[config.mk]
export PLATFORM = sky130hd
export DESIGN_NAME = riscv_ctrl_fsm_flat
export DESIGN_NICKNAME = d
export VERILOG_FILES = /design/src/rtl/riscv_ctrl_fsm_pkg.sv /design/src/rtl/riscv_ctrl_fsm_if.sv /design/src/rtl/riscv_ctrl_fsm.sv /design/src/flat_wrapper.sv
export SDC_FILE = /design/constraint.sdc
export NUM_CORES = 1
export LEC_CHECK = 0
export CORE_MARGIN = 3
export CORE_UTILIZATION = 42
export DETAILED_ROUTE_END_ITERATION = 6
export PLACE_DENSITY = 0.88
export SLEW_MARGIN = 15
export SYNTH_ARGS = -nofsm -noshare
export SYNTH_HDL_FRONTEND = slang
export SYNTH_SLANG_ARGS = --single-unit
[constraint.sdc]
create_clock -name clk -period 2.9 [get_ports clk]
set_clock_uncertainty 0.2 [all_clocks]
set_input_delay 0.87 -clock clk [delete_from_list [all_inputs] [get_ports clk]]
set_output_delay 0.87 -clock clk [all_outputs]
set_load 0.01 [all_outputs]
[src/rtl/riscv_ctrl_fsm_pkg.sv]
`default_nettype none
// +----------------------------------------------------------------------------+
// | Module      : riscv_ctrl_fsm_pkg                                           |
// | Description : Shared constants, state encoding and opcode classification   |
// |               for the multi-cycle RISC-V control sequencer.                |
// | Revision    : 1.0 - initial release                                        |
// +----------------------------------------------------------------------------+
package riscv_ctrl_fsm_pkg;

  // Major opcodes the sequencer understands
  localparam logic [6:0] c_OPC_OP     = 7'b0110011;
  localparam logic [6:0] c_OPC_OP_IMM = 7'b0010011;
  localparam logic [6:0] c_OPC_SYSTEM = 7'b1110011;

  // ADDI x0,x0,0 - instruction register contents out of reset
  localparam logic [31:0] c_NOP_INSTR = 32'h0000_0013;

  // Sequencer state encoding
  localparam int unsigned c_STATE_W = 3;
  localparam logic [c_STATE_W-1:0] c_ST_FETCH  = 3'd0;
  localparam logic [c_STATE_W-1:0] c_ST_DECODE = 3'd1;
  localparam logic [c_STATE_W-1:0] c_ST_EXEC   = 3'd2;
  localparam logic [c_STATE_W-1:0] c_ST_WB     = 3'd3;
  localparam logic [c_STATE_W-1:0] c_ST_HALT   = 3'd4;

  typedef enum logic [c_STATE_W-1:0] {
    ST_FETCH  = c_ST_FETCH,
    ST_DECODE = c_ST_DECODE,
    ST_EXEC   = c_ST_EXEC,
    ST_WB     = c_ST_WB,
    ST_HALT   = c_ST_HALT
  } ctrl_state_e;

  // Instruction field bit ranges
  localparam int unsigned c_OPC_LSB = 0;
  localparam int unsigned c_OPC_MSB = 6;
  localparam int unsigned c_RD_LSB  = 7;
  localparam int unsigned c_RD_MSB  = 11;
  localparam int unsigned c_F3_LSB  = 12;
  localparam int unsigned c_F3_MSB  = 14;
  localparam int unsigned c_RS1_LSB = 15;
  localparam int unsigned c_RS1_MSB = 19;
  localparam int unsigned c_RS2_LSB = 20;
  localparam int unsigned c_RS2_MSB = 24;
  localparam int unsigned c_F7_LSB  = 25;
  localparam int unsigned c_F7_MSB  = 31;

  // What the decode stage does with an opcode
  typedef enum logic [1:0] {
    OPC_CLS_ALU     = 2'd0,
    OPC_CLS_SYSTEM  = 2'd1,
    OPC_CLS_ILLEGAL = 2'd2
  } opc_class_e;

  function automatic opc_class_e classify_opcode(input logic [6:0] opc);
    opc_class_e cls;
    case (opc)
      c_OPC_OP, c_OPC_OP_IMM: cls = OPC_CLS_ALU;
      c_OPC_SYSTEM:           cls = OPC_CLS_SYSTEM;
      default:                cls = OPC_CLS_ILLEGAL;
    endcase
    return cls;
  endfunction

endpackage
`default_nettype wire

[src/rtl/riscv_ctrl_fsm_if.sv]
`default_nettype none
// +----------------------------------------------------------------------------+
// | Module      : riscv_ctrl_fsm_if                                            |
// | Description : Instruction-memory handshake, decoded fields and ALU /       |
// |               register-file control bundle of the control sequencer.       |
// | Revision    : 1.0 - initial release                                        |
// +----------------------------------------------------------------------------+
interface riscv_ctrl_fsm_if #(
  parameter int unsigned WIDTH = 32
);

  // Instruction memory handshake
  logic             imem_req;
  logic [WIDTH-1:0] imem_addr;
  logic             imem_valid;
  logic [31:0]      imem_rdata;

  // Program counter and decoded instruction fields
  logic [WIDTH-1:0] pc;
  logic [6:0]       opcode;
  logic [4:0]       RD;
  logic [2:0]       Funct3;
  logic [4:0]       RS1;
  logic [4:0]       RS2;
  logic [6:0]       Funct7;

  // ALU engine / register file control and core status
  logic             alu_start;
  logic             alu_done;
  logic             rf_we;
  logic             illegal;
  logic             halted;

  // The sequencer side
  modport master (
    output imem_req, imem_addr, pc, opcode, RD, Funct3, RS1, RS2, Funct7,
    output alu_start, rf_we, illegal, halted,
    input  imem_valid, imem_rdata, alu_done
  );

  // Memory / ALU / register-file side
  modport slave (
    input  imem_req, imem_addr, pc, opcode, RD, Funct3, RS1, RS2, Funct7,
    input  alu_start, rf_we, illegal, halted,
    output imem_valid, imem_rdata, alu_done
  );

endinterface
`default_nettype wire

[src/rtl/riscv_ctrl_fsm.sv]
`default_nettype none
// +----------------------------------------------------------------------------+
// | Module      : riscv_ctrl_fsm                                               |
// | Description : Multi-cycle fetch/decode/execute/writeback sequencer. Owns   |
// |               the PC, fetches over a req/valid handshake, latches the      |
// |               instruction, starts the ALU and gates the register write.    |
// | Revision    : 1.0 - initial release                                        |
// +----------------------------------------------------------------------------+
module riscv_ctrl_fsm
  import riscv_ctrl_fsm_pkg::*;
#(
  parameter int unsigned      WIDTH       = 32,
  parameter logic [WIDTH-1:0] RESET_PC    = '0,
  parameter int unsigned      ALU_TIMEOUT = 15
) (
  input  logic             clk,
  input  logic             rst_n,
  riscv_ctrl_fsm_if.master bus
);

  // The PC is kept as a word index so its two low bits are zero by construction
  localparam int unsigned          c_PCW          = WIDTH - 2;
  localparam logic [c_PCW-1:0]     c_PC_WORD_RST  = RESET_PC[WIDTH-1:2];
  localparam logic [c_PCW-1:0]     c_PC_WORD_ONE  = {{(c_PCW-1){1'b0}}, 1'b1};
  localparam logic [3:0]           c_ALU_TIMEOUT  = 4'(ALU_TIMEOUT);

  ctrl_state_e      r_state;
  ctrl_state_e      w_state_nxt;
  logic [31:0]      r_ir;
  logic [c_PCW-1:0] r_pc_word;
  logic [3:0]       r_exec_cnt;

  logic             r_imem_req;
  logic             r_alu_start;
  logic             r_rf_we;
  logic             r_illegal;
  logic             r_halted;

  logic             w_latch_ir;
  logic             w_pc_adv;
  logic             w_alu_start_nxt;
  logic             w_rf_we_nxt;
  logic             w_illegal_nxt;
  logic             w_rd_nonzero;
  opc_class_e       w_cls;

  assign w_rd_nonzero = (r_ir[c_RD_MSB:c_RD_LSB] != 5'd0);
  assign w_cls        = classify_opcode(r_ir[c_OPC_MSB:c_OPC_LSB]);

  // Next-state and next-pulse decisions; fetch is accepted only while req is up
  always_comb begin
    w_state_nxt     = r_state;
    w_latch_ir      = 1'b0;
    w_pc_adv        = 1'b0;
    w_alu_start_nxt = 1'b0;
    w_rf_we_nxt     = 1'b0;
    w_illegal_nxt   = 1'b0;
    case (r_state)
      ST_FETCH: begin
        if (r_imem_req && bus.imem_valid) begin
          w_latch_ir  = 1'b1;
          w_state_nxt = ST_DECODE;
        end
      end
      ST_DECODE: begin
        case (w_cls)
          OPC_CLS_ALU: begin
            w_alu_start_nxt = 1'b1;
            w_state_nxt     = ST_EXEC;
          end
          OPC_CLS_SYSTEM: begin
            w_state_nxt = ST_HALT;
          end
          default: begin
            w_illegal_nxt = 1'b1;
            w_pc_adv      = 1'b1;
            w_state_nxt   = ST_FETCH;
          end
        endcase
      end
      ST_EXEC: begin
        // A completion arriving on the timeout cycle still counts
        if (bus.alu_done) begin
          w_rf_we_nxt = w_rd_nonzero;
          w_state_nxt = ST_WB;
        end else if (r_exec_cnt == c_ALU_TIMEOUT) begin
          w_illegal_nxt = 1'b1;
          w_pc_adv      = 1'b1;
          w_state_nxt   = ST_FETCH;
        end
      end
      ST_WB: begin
        w_pc_adv    = 1'b1;
        w_state_nxt = ST_FETCH;
      end
      ST_HALT: begin
        w_state_nxt = ST_HALT;
      end
      default: begin
        w_state_nxt = ST_FETCH;
      end
    endcase
  end

  // Sequencer state register
  always_ff @(posedge clk or negedge rst_n) begin
    if (!rst_n) begin
      r_state <= ST_FETCH;
    end else begin
      r_state <= w_state_nxt;
    end
  end

  // Instruction register and program counter
  always_ff @(posedge clk or negedge rst_n) begin
    if (!rst_n) begin
      r_ir      <= c_NOP_INSTR;
      r_pc_word <= c_PC_WORD_RST;
    end else begin
      if (w_latch_ir) begin
        r_ir <= bus.imem_rdata;
      end
      if (w_pc_adv) begin
        r_pc_word <= r_pc_word + c_PC_WORD_ONE;
      end
    end
  end

  // Cycles spent in EXEC, restarting from zero on every entry
  always_ff @(posedge clk or negedge rst_n) begin
    if (!rst_n) begin
      r_exec_cnt <= 4'd0;
    end else if (r_state == ST_EXEC) begin
      r_exec_cnt <= r_exec_cnt + 4'd1;
    end else begin
      r_exec_cnt <= 4'd0;
    end
  end

  // Registered control outputs, all derived from the state being entered
  always_ff @(posedge clk or negedge rst_n) begin
    if (!rst_n) begin
      r_imem_req  <= 1'b0;
      r_alu_start <= 1'b0;
      r_rf_we     <= 1'b0;
      r_illegal   <= 1'b0;
      r_halted    <= 1'b0;
    end else begin
      r_imem_req  <= (w_state_nxt == ST_FETCH);
      r_alu_start <= w_alu_start_nxt;
      r_rf_we     <= w_rf_we_nxt;
      r_illegal   <= w_illegal_nxt;
      r_halted    <= (w_state_nxt == ST_HALT);
    end
  end

  assign bus.imem_req  = r_imem_req;
  assign bus.imem_addr = {r_pc_word, 2'b00};
  assign bus.pc        = {r_pc_word, 2'b00};
  assign bus.opcode    = r_ir[c_OPC_MSB:c_OPC_LSB];
  assign bus.RD        = r_ir[c_RD_MSB:c_RD_LSB];
  assign bus.Funct3    = r_ir[c_F3_MSB:c_F3_LSB];
  assign bus.RS1       = r_ir[c_RS1_MSB:c_RS1_LSB];
  assign bus.RS2       = r_ir[c_RS2_MSB:c_RS2_LSB];
  assign bus.Funct7    = r_ir[c_F7_MSB:c_F7_LSB];
  assign bus.alu_start = r_alu_start;
  assign bus.rf_we     = r_rf_we;
  assign bus.illegal   = r_illegal;
  assign bus.halted    = r_halted;

endmodule
`default_nettype wire

[src/flat_wrapper.sv]
// flat-port wrapper written by rule: the top's interface ports become plain ports
module riscv_ctrl_fsm_flat import riscv_ctrl_fsm_pkg::*;
#(
  parameter int unsigned      WIDTH       = 32,
  parameter logic [WIDTH-1:0] RESET_PC    = '0,
  parameter int unsigned      ALU_TIMEOUT = 15
)
  (clk, rst_n, bus_imem_req, bus_imem_addr, bus_pc, bus_opcode, bus_RD, bus_Funct3, bus_RS1, bus_RS2, bus_Funct7, bus_alu_start, bus_rf_we, bus_illegal, bus_halted, bus_imem_valid, bus_imem_rdata, bus_alu_done);
  riscv_ctrl_fsm_if #(.WIDTH(WIDTH)) bus_i ();
  input  logic clk;
  input  logic rst_n;
  output wire logic [$bits(bus_i.imem_req)-1:0] bus_imem_req;
  output wire logic [$bits(bus_i.imem_addr)-1:0] bus_imem_addr;
  output wire logic [$bits(bus_i.pc)-1:0] bus_pc;
  output wire logic [$bits(bus_i.opcode)-1:0] bus_opcode;
  output wire logic [$bits(bus_i.RD)-1:0] bus_RD;
  output wire logic [$bits(bus_i.Funct3)-1:0] bus_Funct3;
  output wire logic [$bits(bus_i.RS1)-1:0] bus_RS1;
  output wire logic [$bits(bus_i.RS2)-1:0] bus_RS2;
  output wire logic [$bits(bus_i.Funct7)-1:0] bus_Funct7;
  output wire logic [$bits(bus_i.alu_start)-1:0] bus_alu_start;
  output wire logic [$bits(bus_i.rf_we)-1:0] bus_rf_we;
  output wire logic [$bits(bus_i.illegal)-1:0] bus_illegal;
  output wire logic [$bits(bus_i.halted)-1:0] bus_halted;
  input wire logic [$bits(bus_i.imem_valid)-1:0] bus_imem_valid;
  input wire logic [$bits(bus_i.imem_rdata)-1:0] bus_imem_rdata;
  input wire logic [$bits(bus_i.alu_done)-1:0] bus_alu_done;
  assign bus_imem_req = bus_i.imem_req;
  assign bus_imem_addr = bus_i.imem_addr;
  assign bus_pc = bus_i.pc;
  assign bus_opcode = bus_i.opcode;
  assign bus_RD = bus_i.RD;
  assign bus_Funct3 = bus_i.Funct3;
  assign bus_RS1 = bus_i.RS1;
  assign bus_RS2 = bus_i.RS2;
  assign bus_Funct7 = bus_i.Funct7;
  assign bus_alu_start = bus_i.alu_start;
  assign bus_rf_we = bus_i.rf_we;
  assign bus_illegal = bus_i.illegal;
  assign bus_halted = bus_i.halted;
  assign bus_i.imem_valid = bus_imem_valid;
  assign bus_i.imem_rdata = bus_imem_rdata;
  assign bus_i.alu_done = bus_alu_done;
  riscv_ctrl_fsm #(.WIDTH(WIDTH), .RESET_PC(RESET_PC), .ALU_TIMEOUT(ALU_TIMEOUT)) u_core (.clk(clk), .rst_n(rst_n), .bus(bus_i));
endmodule
==> impl_metrics.ini <==
[pwr]
power.density_nw_per_um2 = 945.0
power.leakage_nw = 1.941
ir_drop_mv = 0.4650

[clock_tree]
hold_buffers = 0
clockBufferDepth = 2
ctsResizeCount = 0
clkSlewWorstSetupHoldPaths_ps = 80
cts_setup_buffers = 0
cts_tree = done
cts_htree_levels = 3
ctsRootBufferMaster = clkbuf_8
numClockSinks = 74
cts_buffers = 9
clock_latency_ps = 340

[setup_path]
cp-start-kind = primary input
crit_type = in -> reg
path_delay_family = buffers and inverters
required_ps = 2950
crit_arrival_ps = 2610
r2r_end = u_core.r_pc_word[26]$_DFFE_PN0P_
path_depth = 6
critPathBufInv = 2
reg2regPathDepth = 5
cp_slowest_stage_delay_ps = 480
critPathSlowestCell = a2111oi_0
rrSetupSlack_ps = 570
cp-startpoint = bus_alu_done
worstSetupEndpointType = flip-flop
path_cells = clkdlybuf4s50_1, and4b_1, o21ai_2, buf_12, a2111oi_0, xor2_1
worstSetupEndpoint = u_core.r_pc_word[11]$_DFFE_PN0P_
crit_fanout = 20
r2r-start = u_core.r_pc_word[0]$_DFFE_PN0P_

[cells_and_area]
stdcell_count = 506
diodes = 0
nets = 437
final_util_pct = 63.26
nFillCells = 623
drive_gt1_share_pct = 16.83
area_growth_pct = 42.08

[logic_synthesis]
syn_inst = 291
ys_seq_elements = 74
avgSynthCellArea_um2 = 12.13
ys_async_sr_fraction_pct = 100.0
synth_area_leaders = dfrtp_1 (50%), mux2_2 (11%), buf_4 (7.4%), xor2_1 (6.9%), a211oi_1 (3.0%)
yosys_warnings = 0
synth_edf_count = 0
synth.top_cell.area_share_pct = 50.34
ys_dominant_reg_cell = dfrtp_1
synth_area_um2 = 3530
yosysUniqueCellTypes = 39
synth_top_area_cell = dfrtp_1
yosysSeqAreaShare_pct = 52.57

[floorplanning]
die_y_um = 97.67
die-area_um2 = 9539
die_w_um = 97.67
core-area_um2 = 7928
design.portCount = 137
start_util_pct = 44.52
num_rows = 32

[timing]
final-hold-violation-count = 0
setup_tns_ps = 0
final_max_slew_viol_count = 0
timing.final.crit_share_pct = 88.04
worst_pin_slew_ps = 495.2
fin_crit_ps = 2553
slew_headroom_pct = 66.13
setup_viol = 0
rsz0062_at_grt = false
clock.fmax_mhz = 391.7

[placed_design]
placed_cells = 490
hpwl_um = 5964
io_buffers = 132
gp_congestion = 0.8457

[status]
status = complete, no violations

[global_routing]
antenna_found_initial = 0
grt.overflow.total = 0
grt_pass1_vias = 2675
grt_pass1_wl_um = 13390
grt_max_degree = 40
grt_usage_pct = 17.30

[routing]
drc = 0
wl_per_cell_um = 16.34
drtAntennaViolNets = 0
viasPerCell = 5.219
vias = 2641
drtIter0Drc = 78
totalWireLength_um = 8268
firstDrtPassIters = 4

[min_path]
hold_class = reg -> reg
hp-start = u_core.r_exec_cnt[0]$_DFF_PN0_

[run]
maxCapViolCount = 0
[worst min path at each step]
stage / endpoint / slack [ps] / depth (start not counted)
global placement: u_core.r_exec_cnt[0]$_DFF_PN0_ / 250 / 1
CTS: u_core.r_exec_cnt[0]$_DFF_PN0_ / 270 / 1
detailed placement: u_core.r_exec_cnt[0]$_DFF_PN0_ / 260 / 1
floorplan: u_core.r_exec_cnt[0]$_DFF_PN0_ / 230 / 1
finish: u_core.r_exec_cnt[0]$_DFF_PN0_ / 270 / 1
global route: u_core.r_state[2]$_DFF_PN0_ / 290 / 1
[metal layers]
| layer | track usage, % | vias to the layer above | routed length (µm) |
|---|---|---|---|
| li1 | - | 1213 | - |
| met1 | 20.77 | 1321 | 3456 |
| met2 | 29.94 | 99 | 4229 |
| met3 | 5.671 | 8 | 498 |
| met4 | 4.366 | 0 | 83 |
| met5 | 0 | - | 0 |
[per-stage QoR]
| step | cell area [µm²] | power [mW] | worst slack, ps | hold WS [ps] |
|---|---|---|---|---|
| floorplan | 3541 | 2.761 | 516.5 | 231.3 |
| global placement | 4775 | 3.733 | 57.87 | 246.6 |
| detailed placement | 4775 | 3.806 | 14.68 | 263.5 |
| CTS | 5015 | 4.785 | 348.6 | 273.7 |
| global route | 5015 | 5.015 | 226.9 | 288.4 |
| finish | 5015 | 4.739 | 346.7 | 273.4 |
[worst register-to-register path: stages (launching register included)]
cell       delay, ps
dfrtp_1          460
ha_1             210
and3_1           210
nand4_1          370
a2111oi_1        630
xor2_1           130
[cell families after synthesis]
group	after synthesis	synth area share [%]
compound gates	37	8.968
xor+xnor	31	7.693
fa+ha+maj	2	0.7089
buf+inv	49	9.181
flops	74	52.57
mux	33	10.53
other cells	1	0.1062
simple gates	64	10.24
[cell type report]
type | instances | area, µm² | area share [%]
clock inverters | 7 | 116.4 | 2.320
flip-flops and latches | 74 | 1856 | 37.00
inverters | 4 | 15.01 | 0.2994
well taps | 102 | 127.6 | 2.545
multi-input cells | 171 | 1368 | 27.27
clock buffers | 9 | 123.9 | 2.470
repair buffers | 139 | 1409 | 28.09
[cell usage after synthesis, drive strengths merged, types with 2 or more instances]
master,n
mux2,33
nand2,17
a21oi,8
and2,2
xnor2,3
buf,38
nor3,2
nor2b,3
dfrtp,71
a2111oi,10
nand3,11
o21ai,2
a21boi,2
and4b,2
ha,2
clkbuf,7
inv,4
xor2,28
a211oi,14
and4,5
dfstp,3
and3,2
nand4,8
nor2,6
[flip-flops by register name, indices dropped and copies added, names as in the netlist]
name	count
u_core.r_ir	32
u_core.r_pc_word	30
u_core.r_exec_cnt	4
u_core.r_state	3
u_core.bus.alu_start	1
u_core.bus.halted	1
u_core.bus.illegal	1
u_core.bus.imem_req	1
u_core.bus.rf_we	1
[power by group]
part	total, mW	switching [mW]	internal [mW]	leakage (nW)
Combinational	2.04	0.846	1.19	0.993
Clock	0.961	0.390	0.571	0.120
Sequential	1.74	0.342	1.40	0.828
[placed cells by master (no fill, tap or decap), types with 2 or more instances in the layout]
cell type / instances
clkdlybuf4s50_1: 131
dfrtp_1: 71
mux2_2: 33
xor2_1: 28
nand2_1: 17
a211oi_1: 14
nand3_1: 11
clkbuf_8: 9
a21oi_1: 8
nand4_1: 7
nor2_1: 5
and4_1: 5
buf_4: 5
inv_1: 4
a2111oi_1: 4
conb_1: 4
nor2b_1: 3
xnor2_1: 3
a2111oi_0: 3
bufinv_16: 3
buf_12: 3
dfstp_2: 3
and2_1: 2
and4b_1: 2
and3_1: 2
nor3_1: 2
a2111oi_4: 2
a21boi_0: 2
ha_1: 2
clkinv_2: 2
Power figures use the tool's default switching activity.
